**config.mk**
```make
export PLATFORM = sky130hd
export DESIGN_NAME = biquad_multi_flat
export DESIGN_NICKNAME = d
export VERILOG_FILES = /design/src/rtl/biquad_pkg.sv /design/src/rtl/biquad_multi_if.sv /design/src/rtl/biquad_mac.sv /design/src/rtl/biquad_multi.sv /design/src/flat_wrapper.sv
export SDC_FILE = /design/constraint.sdc
export NUM_CORES = 2
export LEC_CHECK = 0
export CORE_AREA = 2 2 362 364
export DETAILED_ROUTE_END_ITERATION = 6
export DIE_AREA = 0 0 364 366
export GPL_TIMING_DRIVEN = 1
export PLACE_DENSITY = 0.45
export REMOVE_ABC_BUFFERS = 1
export SKIP_LAST_GASP = 1
export SYNTH_ARGS = -nofsm -noshare
export SYNTH_HDL_FRONTEND = slang
export SYNTH_SLANG_ARGS = --single-unit
```
**constraint.sdc**
```tcl
create_clock -name clk -period 14.1 [get_ports clk]
set_input_delay 1.41 -clock clk [delete_from_list [all_inputs] [get_ports clk]]
set_output_delay 1.41 -clock clk [all_outputs]
set_load 0.1 [all_outputs]
```
**src/rtl/biquad_pkg.sv**
```systemverilog
// Shared constants, FSM encoding and helpers for the multi-channel biquad cascade.
package biquad_pkg;

   localparam logic [2:0] TAP_B0 = 3'd0;
   localparam logic [2:0] TAP_B1 = 3'd1;
   localparam logic [2:0] TAP_B2 = 3'd2;
   localparam logic [2:0] TAP_A1 = 3'd3;
   localparam logic [2:0] TAP_A2 = 3'd4;

   typedef enum logic [1:0] {
      ST_IDLE = 2'd0,
      ST_MAC  = 2'd1,
      ST_WB   = 2'd2,
      ST_OUT  = 2'd3
   } state_e;

   // Five products of WIDTH_D x WIDTH_C need three guard bits.
   function automatic int unsigned acc_width(input int unsigned wd, input int unsigned wc);
      return wd + wc + 3;
   endfunction

   // Unity gain in a coefficient with frac fractional bits.
   function automatic logic signed [63:0] passthrough_coef(input int unsigned frac);
      return 64'sd1 <<< frac;
   endfunction

endpackage

```
**src/rtl/biquad_multi_if.sv**
```systemverilog
// Sample, coefficient and result signals of biquad_multi grouped as one bus.
interface biquad_multi_if #(
   parameter int unsigned WIDTH_D  = 18,
   parameter int unsigned WIDTH_C  = 18,
   parameter int unsigned NUM_CH   = 2,
   parameter int unsigned NUM_SECT = 2
);
   localparam int unsigned CH_W   = (NUM_CH > 1) ? $clog2(NUM_CH) : 1;
   localparam int unsigned ADDR_W = (5 * NUM_SECT > 1) ? $clog2(5 * NUM_SECT) : 1;

   logic                      inStrobe;
   logic [CH_W-1:0]           inChannel;
   logic signed [WIDTH_D-1:0] dataIn;
   logic                      inReady;
   logic                      coefWe;
   logic [ADDR_W-1:0]         coefAddr;
   logic signed [WIDTH_C-1:0] coefData;
   logic                      outStrobe;
   logic [CH_W-1:0]           outChannel;
   logic signed [WIDTH_D-1:0] dataOut;
   logic                      overflow;

   modport master (
      output inStrobe, inChannel, dataIn, coefWe, coefAddr, coefData,
      input  inReady, outStrobe, outChannel, dataOut, overflow
   );

   modport slave (
      input  inStrobe, inChannel, dataIn, coefWe, coefAddr, coefData,
      output inReady, outStrobe, outChannel, dataOut, overflow
   );
endinterface

```
**src/rtl/biquad_mac.sv**
```systemverilog
// Shared multiply-accumulate with arithmetic rescale; BIQUAD_MULTI_SAT_EN selects
// saturating instead of wrapping reduction to WIDTH_D.
module biquad_mac
   import biquad_pkg::*;
#(
   parameter int unsigned WIDTH_D    = 18,
   parameter int unsigned WIDTH_C    = 18,
   parameter int unsigned COEFF_FRAC = 16
) (
   input  logic                      clk,
   input  logic                      rst,
   input  logic                      en_i,
   input  logic                      clr_i,
   input  logic                      sub_i,
   input  logic signed [WIDTH_C-1:0] coef_i,
   input  logic signed [WIDTH_D-1:0] data_i,
   output logic signed [WIDTH_D-1:0] result_c_o
);
   localparam int unsigned ACC_W  = acc_width(WIDTH_D, WIDTH_C);
   localparam int unsigned PROD_W = WIDTH_D + WIDTH_C;

   logic signed [ACC_W-1:0]  acc_q, acc_d, base_c;
   logic signed [PROD_W-1:0] prod_c;

   always_comb begin
      prod_c = PROD_W'(coef_i) * PROD_W'(data_i);
      base_c = clr_i ? '0 : acc_q;
      acc_d  = sub_i ? base_c - ACC_W'(prod_c) : base_c + ACC_W'(prod_c);
   end

   always_ff @(posedge clk) begin
      if (!rst) begin
         acc_q <= '0;
      end else if (en_i) begin
         acc_q <= acc_d;
      end
   end

`ifdef BIQUAD_MULTI_SAT_EN
   logic signed [ACC_W-1:0] shifted_c;
   logic                    in_range_c;

   // In range when every bit above the result sign bit matches it.
   always_comb begin
      shifted_c  = acc_q >>> COEFF_FRAC;
      in_range_c = (&shifted_c[ACC_W-1:WIDTH_D-1]) || !(|shifted_c[ACC_W-1:WIDTH_D-1]);
      if (in_range_c) begin
         result_c_o = {shifted_c[WIDTH_D-1], shifted_c[WIDTH_D-2:0]};
      end else if (shifted_c[ACC_W-1]) begin
         result_c_o = {1'b1, {(WIDTH_D-1){1'b0}}};
      end else begin
         result_c_o = {1'b0, {(WIDTH_D-1){1'b1}}};
      end
   end
`else
   assign result_c_o = WIDTH_D'(acc_q >>> COEFF_FRAC);
`endif

endmodule

```
**src/rtl/biquad_multi.sv**
```systemverilog
// Time-multiplexed DF-I biquad cascade over NUM_CH channels with loadable coefficients.
// Optional result saturation via BIQUAD_MULTI_SAT_EN (in biquad_mac).
module biquad_multi
   import biquad_pkg::*;
#(
   parameter int unsigned WIDTH_D    = 18,
   parameter int unsigned WIDTH_C    = 18,
   parameter int unsigned COEFF_FRAC = 16,
   parameter int unsigned NUM_CH     = 2,
   parameter int unsigned NUM_SECT   = 2
) (
   input logic           clk,
   input logic           rst,
   biquad_multi_if.slave bus
);
   localparam int unsigned CH_W     = (NUM_CH > 1) ? $clog2(NUM_CH) : 1;
   localparam int unsigned NUM_COEF = 5 * NUM_SECT;
   localparam int unsigned ADDR_W   = (NUM_COEF > 1) ? $clog2(NUM_COEF) : 1;
   localparam int unsigned SECT_W   = (NUM_SECT > 1) ? $clog2(NUM_SECT) : 1;
   localparam int unsigned HS_W     = $clog2(NUM_SECT + 1);
   localparam logic signed [WIDTH_C-1:0] COEF_PASS = WIDTH_C'(passthrough_coef(COEFF_FRAC));

   state_e                    state_q, state_d;
   logic [SECT_W-1:0]         sect_q, sect_d;
   logic [2:0]                tap_q, tap_d;
   logic [CH_W-1:0]           ch_q, ch_d;
   logic signed [WIDTH_D-1:0] xin_q, xin_d;
   logic                      in_ready_q, in_ready_d;
   logic                      out_strobe_q, out_strobe_d;
   logic [CH_W-1:0]           out_ch_q;
   logic signed [WIDTH_D-1:0] data_out_q;
   logic                      overflow_q;

   logic signed [WIDTH_C-1:0] coef_q [NUM_COEF];
   // hist_q[c][s] is the x-history of section s; hist_q[c][s+1] is its y-history.
   logic signed [WIDTH_D-1:0] hist_q [NUM_CH][NUM_SECT+1][2];

   logic                      accept_c, coef_ok_c, ovf_set_c;
   logic                      mac_en_c, mac_clr_c, mac_sub_c, hist_we_c, last_sect_c;
   logic [ADDR_W-1:0]         coef_idx_c;
   logic [HS_W-1:0]           hidx_c, hnext_c;
   logic signed [WIDTH_C-1:0] coef_c;
   logic signed [WIDTH_D-1:0] operand_c, mac_result_c;

   always_comb begin
      accept_c    = bus.inStrobe && in_ready_q && (32'(bus.inChannel) < NUM_CH);
      coef_ok_c   = bus.coefWe && in_ready_q && (32'(bus.coefAddr) < NUM_COEF);
      ovf_set_c   = (bus.inStrobe && !accept_c) || (bus.coefWe && !coef_ok_c);
      coef_idx_c  = ADDR_W'(32'(sect_q) * 32'd5 + 32'(tap_q));
      coef_c      = coef_q[coef_idx_c];
      hidx_c      = HS_W'(sect_q);
      hnext_c     = hidx_c + HS_W'(1);
      last_sect_c = (32'(sect_q) == NUM_SECT - 1);
      mac_clr_c   = (tap_q == TAP_B0);
      mac_sub_c   = (tap_q == TAP_A1) || (tap_q == TAP_A2);
      case (tap_q)
         TAP_B0:  operand_c = xin_q;
         TAP_B1:  operand_c = hist_q[ch_q][hidx_c][0];
         TAP_B2:  operand_c = hist_q[ch_q][hidx_c][1];
         TAP_A1:  operand_c = hist_q[ch_q][hnext_c][0];
         default: operand_c = hist_q[ch_q][hnext_c][1];
      endcase
   end

   biquad_mac #(
      .WIDTH_D    (WIDTH_D),
      .WIDTH_C    (WIDTH_C),
      .COEFF_FRAC (COEFF_FRAC)
   ) u_mac (
      .clk        (clk),
      .rst        (rst),
      .en_i       (mac_en_c),
      .clr_i      (mac_clr_c),
      .sub_i      (mac_sub_c),
      .coef_i     (coef_c),
      .data_i     (operand_c),
      .result_c_o (mac_result_c)
   );

   // Next-state and control decode.
   always_comb begin
      state_d      = state_q;
      sect_d       = sect_q;
      tap_d        = tap_q;
      ch_d         = ch_q;
      xin_d        = xin_q;
      out_strobe_d = 1'b0;
      mac_en_c     = 1'b0;
      hist_we_c    = 1'b0;
      case (state_q)
         ST_IDLE, ST_OUT: begin
            state_d = ST_IDLE;
            if (accept_c) begin
               state_d = ST_MAC;
               sect_d  = '0;
               tap_d   = TAP_B0;
               ch_d    = bus.inChannel;
               xin_d   = bus.dataIn;
            end
         end
         ST_MAC: begin
            mac_en_c = 1'b1;
            if (tap_q == TAP_A2) begin
               state_d = ST_WB;
            end else begin
               tap_d = tap_q + 3'd1;
            end
         end
         ST_WB: begin
            hist_we_c = 1'b1;
            xin_d     = mac_result_c;
            tap_d     = TAP_B0;
            if (last_sect_c) begin
               state_d      = ST_OUT;
               out_strobe_d = 1'b1;
            end else begin
               state_d = ST_MAC;
               sect_d  = sect_q + SECT_W'(1);
            end
         end
         default: state_d = ST_IDLE;
      endcase
      in_ready_d = (state_d == ST_IDLE) || (state_d == ST_OUT);
   end

   always_ff @(posedge clk) begin
      if (!rst) begin
         state_q      <= ST_IDLE;
         sect_q       <= '0;
         tap_q        <= TAP_B0;
         ch_q         <= '0;
         xin_q        <= '0;
         in_ready_q   <= 1'b1;
         out_strobe_q <= 1'b0;
         out_ch_q     <= '0;
         data_out_q   <= '0;
         overflow_q   <= 1'b0;
         hist_q       <= '{default: '0};
         for (int unsigned i = 0; i < NUM_COEF; i++) begin
            coef_q[i] <= (i % 5 == 0) ? COEF_PASS : '0;
         end
      end else begin
         state_q      <= state_d;
         sect_q       <= sect_d;
         tap_q        <= tap_d;
         ch_q         <= ch_d;
         xin_q        <= xin_d;
         in_ready_q   <= in_ready_d;
         out_strobe_q <= out_strobe_d;
         if (out_strobe_d) begin
            out_ch_q   <= ch_q;
            data_out_q <= mac_result_c;
         end
         if (ovf_set_c) overflow_q <= 1'b1;
         if (coef_ok_c) coef_q[bus.coefAddr] <= bus.coefData;
         // The upstream y-history doubles as this section's x-history, so it only
         // shifts once this section has consumed it; the last section shifts its own.
         if (hist_we_c) begin
            hist_q[ch_q][hidx_c][0] <= xin_q;
            hist_q[ch_q][hidx_c][1] <= hist_q[ch_q][hidx_c][0];
            if (last_sect_c) begin
               hist_q[ch_q][hnext_c][0] <= mac_result_c;
               hist_q[ch_q][hnext_c][1] <= hist_q[ch_q][hnext_c][0];
            end
         end
      end
   end

   assign bus.inReady    = in_ready_q;
   assign bus.outStrobe  = out_strobe_q;
   assign bus.outChannel = out_ch_q;
   assign bus.dataOut    = data_out_q;
   assign bus.overflow   = overflow_q;

endmodule

```
**src/flat_wrapper.sv**
```systemverilog
// flat-port wrapper written by rule: the top's interface ports become plain ports
module biquad_multi_flat import biquad_pkg::*;
#(
   parameter int unsigned WIDTH_D    = 18,
   parameter int unsigned WIDTH_C    = 18,
   parameter int unsigned COEFF_FRAC = 16,
   parameter int unsigned NUM_CH     = 2,
   parameter int unsigned NUM_SECT   = 2
)
  (clk, rst, bus_inStrobe, bus_inChannel, bus_dataIn, bus_coefWe, bus_coefAddr, bus_coefData, bus_inReady, bus_outStrobe, bus_outChannel, bus_dataOut, bus_overflow);
  biquad_multi_if #(.WIDTH_D(WIDTH_D), .WIDTH_C(WIDTH_C), .NUM_CH(NUM_CH), .NUM_SECT(NUM_SECT)) bus_i ();
  input logic clk;
  input logic rst;
  input wire logic [$bits(bus_i.inStrobe)-1:0] bus_inStrobe;
  input wire logic [$bits(bus_i.inChannel)-1:0] bus_inChannel;
  input wire logic [$bits(bus_i.dataIn)-1:0] bus_dataIn;
  input wire logic [$bits(bus_i.coefWe)-1:0] bus_coefWe;
  input wire logic [$bits(bus_i.coefAddr)-1:0] bus_coefAddr;
  input wire logic [$bits(bus_i.coefData)-1:0] bus_coefData;
  output wire logic [$bits(bus_i.inReady)-1:0] bus_inReady;
  output wire logic [$bits(bus_i.outStrobe)-1:0] bus_outStrobe;
  output wire logic [$bits(bus_i.outChannel)-1:0] bus_outChannel;
  output wire logic [$bits(bus_i.dataOut)-1:0] bus_dataOut;
  output wire logic [$bits(bus_i.overflow)-1:0] bus_overflow;
  assign bus_i.inStrobe = bus_inStrobe;
  assign bus_i.inChannel = bus_inChannel;
  assign bus_i.dataIn = bus_dataIn;
  assign bus_i.coefWe = bus_coefWe;
  assign bus_i.coefAddr = bus_coefAddr;
  assign bus_i.coefData = bus_coefData;
  assign bus_inReady = bus_i.inReady;
  assign bus_outStrobe = bus_i.outStrobe;
  assign bus_outChannel = bus_i.outChannel;
  assign bus_dataOut = bus_i.dataOut;
  assign bus_overflow = bus_i.overflow;
  biquad_multi #(.WIDTH_D(WIDTH_D), .WIDTH_C(WIDTH_C), .COEFF_FRAC(COEFF_FRAC), .NUM_CH(NUM_CH), .NUM_SECT(NUM_SECT)) u_core (.clk(clk), .rst(rst), .bus(bus_i));
endmodule
```
==> impl_metrics.py <==
metrics = {
    "power": {
        "vdd_drop_max_mv": 0.1434,
        "leakagePower_nw": 17.29,
        "powerDensity_nw_per_um2": 183.9,
    },
    "worst_setup_path": {
        "critical_path_required_ps": 14600,
        "slowest_stage": "a21oi_2",
        "worst_path_most_repeated_cell": "fa_1",
        "worstSetupStartpointType": "flip-flop",
        "slowest_delay_ps": 900,
        "crit_type": "reg2reg",
        "worstPathMaxFanout": 31,
        "worstPathArrival_ps": 12520,
        "cp-end-kind": "flip-flop",
    },
    "clock_network": {
        "numCtsBuffers": 71,
        "cts_sinks": 585,
        "cts-resized-gates": 0,
        "post_cts_buffers": 0,
        "cts_tree": "done",
        "cts_htree_levels": 3,
        "cts_hold_repair.buffers": 0,
        "cts_buffer_depth": 3,
        "path_clk_slew_ps": 60,
        "clk-insertion-delay-late_ps": 640,
        "cts_root_buf": "clkbuf_16",
    },
    "logic_synthesis": {
        "synth-seq-cells": 585,
        "seq_area_frac_synth": 0.3776,
        "syn_area_um2": 38650,
        "synthCells": 3716,
        "synthArstFlopShare": 0,
        "synth_top_flop_cell": "dfxtp_1",
        "syn_area_per_cell_um2": 10.40,
        "synth_top_cell_by_area": "edfxtp_1",
        "ys_warn_count": 0,
        "yosysUniqueCellTypes": 82,
        "synth_edf_count": 288,
        "netlist_top_cells_area": "edfxtp_1 (22%), fa_1 (16%), dfxtp_1 (15%)",
        "synth_top_area_frac": 0.2238,
    },
    "timing": {
        "fin_skew_ps": 29.51,
        "worstMarginPinSlew_ps": 1283,
        "min_period_ps": 12020,
        "min_period_over_period": 0.8528,
        "drv_slew": 0,
        "holdWs_ps": 450.5,
        "relSlewSlack": 0.1448,
        "tns_ps": 0,
        "timing.fmax_mhz": 83.17,
        "rsz0062_at_grt": "no",
        "hold_viol_final": 0,
        "fin_ws_ps": 2076,
        "finalSetupViolCount": 0,
    },
    "die": {
        "core_area_um2": 129000,
        "row_count": 132,
        "initial_core_util": 0.2996,
        "die_h_um": 366,
        "ios": 67,
        "die-area_um2": 133200,
        "dieWidth_um": 364,
    },
    "cells_and_area": {
        "areaGrowthSynthToFinish_pct": 14.19,
        "final_util": 0.3421,
        "layout_common_cells": "nand2_1 (498), nor2_1 (424), inv_1 (383), fa_1 (316), dfxtp_1 (295)",
        "nNetsFinal": 4338,
        "final_common_cell": "nand2_1",
        "drive_gt1_frac": 0.1051,
        "antenna_cells": 0,
    },
    "detailed_routing": {
        "drc": 0,
        "avgViaCountPerCell": 4.791,
        "drt-pass1-iter-count": 5,
        "postRouteAntennaNets": 0,
        "routedWlPerCell_um": 19.40,
        "dr.first_iter.drc_count": 1715,
        "num_vias": 27030,
        "drt_wl_total_mm": 109.5,
    },
    "place": {
        "port_buffers": 66,
        "dpl.hpwl_mm": 75.15,
        "gp_congestion": 0.8115,
        "pre_cts_ws_ps": 2011,
    },
    "global_route": {
        "globalRoute.totalOverflow": 0,
        "grt_pass1_vias": 28150,
        "grt_max_degree": 113,
        "grt_use_total": 0.1660,
        "antenna_found_initial": 2,
        "grt_pass1_wl_mm": 170.6,
    },
    "min_path": {
        "min_path_type": "reg2reg",
    },
    "flow_run": {
        "max_cap_viol_count": 0,
    },
    "outcome": {
        "outcome": "completed",
    },
}
[sequential cells by signal (all words and copies together), names as in the netlist]
name                   cells
u_core.coef_q            288
u_core.hist_q            216
u_core.u_mac.acc_q        34
u_core.bus.dataOut        18
u_core.xin_q              18
u_core.tap_q               3
u_core.state_q             2
u_core.bus.inReady         1
u_core.bus.outChannel      1
u_core.bus.outStrobe       1
u_core.bus.overflow        1
u_core.ch_q                1
u_core.last_sect_c         1
[metrics by stage]
| stage | std cells | instance area, um^2 | power [mW] |
|---|---|---|---|
| 3_3_place_gp | 5512 | 41850 | 6.380 |
| 5_1_grt | 5642 | 44130 | 8.779 |
| 6_report | 5642 | 44130 | 8.115 |
| 2_1_floorplan | 3625 | 38250 | 5.243 |
| 3_5_place_dp | 5512 | 41850 | 6.362 |
| 4_1_cts | 5642 | 44130 | 8.209 |
[Yosys cell counts, types with 5 or more instances]
cell type,instances
a211oi_1,34
a21o_1,25
a21oi_1,223
a221o_1,5
a22o_1,78
a22oi_1,25
a31oi_1,10
and2_1,52
and3_1,14
buf_1,12
buf_2,27
clkbuf_1,155
dfxtp_1,297
edfxtp_1,288
fa_1,316
ha_1,134
inv_1,383
mux2i_1,52
mux4_2,143
nand2_1,499
nand2b_1,98
nand3_1,37
nand4_1,6
nor2_1,426
nor2b_1,39
nor3_1,20
nor3b_1,5
o21a_1,13
o21ai_0,40
o21ai_1,26
o21bai_1,9
o22ai_1,5
o31ai_1,5
or2_2,27
or3_1,8
xnor2_1,67
xor2_1,33
[worst paths after layout]
check / depth (start not counted) / from / slack (ps) / endpoint
setup / recovery: 39 / u_core.last_sect_c$_SDFFE_PN0P_ / 2080 / u_core.u_mac.acc_q[33]$_SDFFE_PN0P_
hold / removal: 2 / u_core.bus.overflow$_SDFFE_PN0P_ / 450 / u_core.bus.overflow$_SDFFE_PN0P_
setup reg to reg: 39 / u_core.last_sect_c$_SDFFE_PN0P_ / 2080 / u_core.u_mac.acc_q[33]$_SDFFE_PN0P_
hold reg to reg: 2 / u_core.bus.overflow$_SDFFE_PN0P_ / 450 / u_core.bus.overflow$_SDFFE_PN0P_
[layout make-up]
class,instances,area (um^2)
clock inverter,40,355.3
inverter,385,1453
sequential,585,14600
clock buffer,90,1929
multi-input combinational,2655,22350
tap,1742,2180
timing repair buffer,145,1266
fill,13160,84860
[power by group]
group          total (mW)  internal (mW)  switching [mW]  leakage, nW
clock network        1.81           1.05           0.757         1.13
logic                4.39           1.74            2.66         10.8
registers            1.92           1.85          0.0670         5.37
total                8.12           4.63            3.48         17.3
[critical path, delay by kind of cell, from the launching register on]
kind,cells,cell delay (ps)
DFF,1,670
xor gates and xnor gates,4,720
muxes,1,570
and+or+nand+nor,6,920
AOI/OAI and AO/OA,15,4330
adders and majority gates,8,3800
buffers and inverters,5,770
[layer usage]
| metal | share of wire | vias up | track usage |
|---|---|---|---|
| met5 | 0.000064 | - | 0 |
| met4 | 0.017 | 2 | 0.03758 |
| met3 | 0.035 | 102 | 0.02215 |
| met2 | 0.48 | 460 | 0.2744 |
| met1 | 0.47 | 13800 | 0.2302 |
| li1 | - | 12670 | - |
[kinds of logic after synthesis]
kind of cell | after synthesis | synth area share
mux | 199 | 0.09797
compound gates | 543 | 0.09250
buf+inv | 583 | 0.05798
fa+ha+maj | 450 | 0.2071
flops | 585 | 0.3776
other cells | 1 | 0.00009703
xor+xnor | 101 | 0.02308
simple gates | 1254 | 0.1437
(Power assumes the default switching activity.)
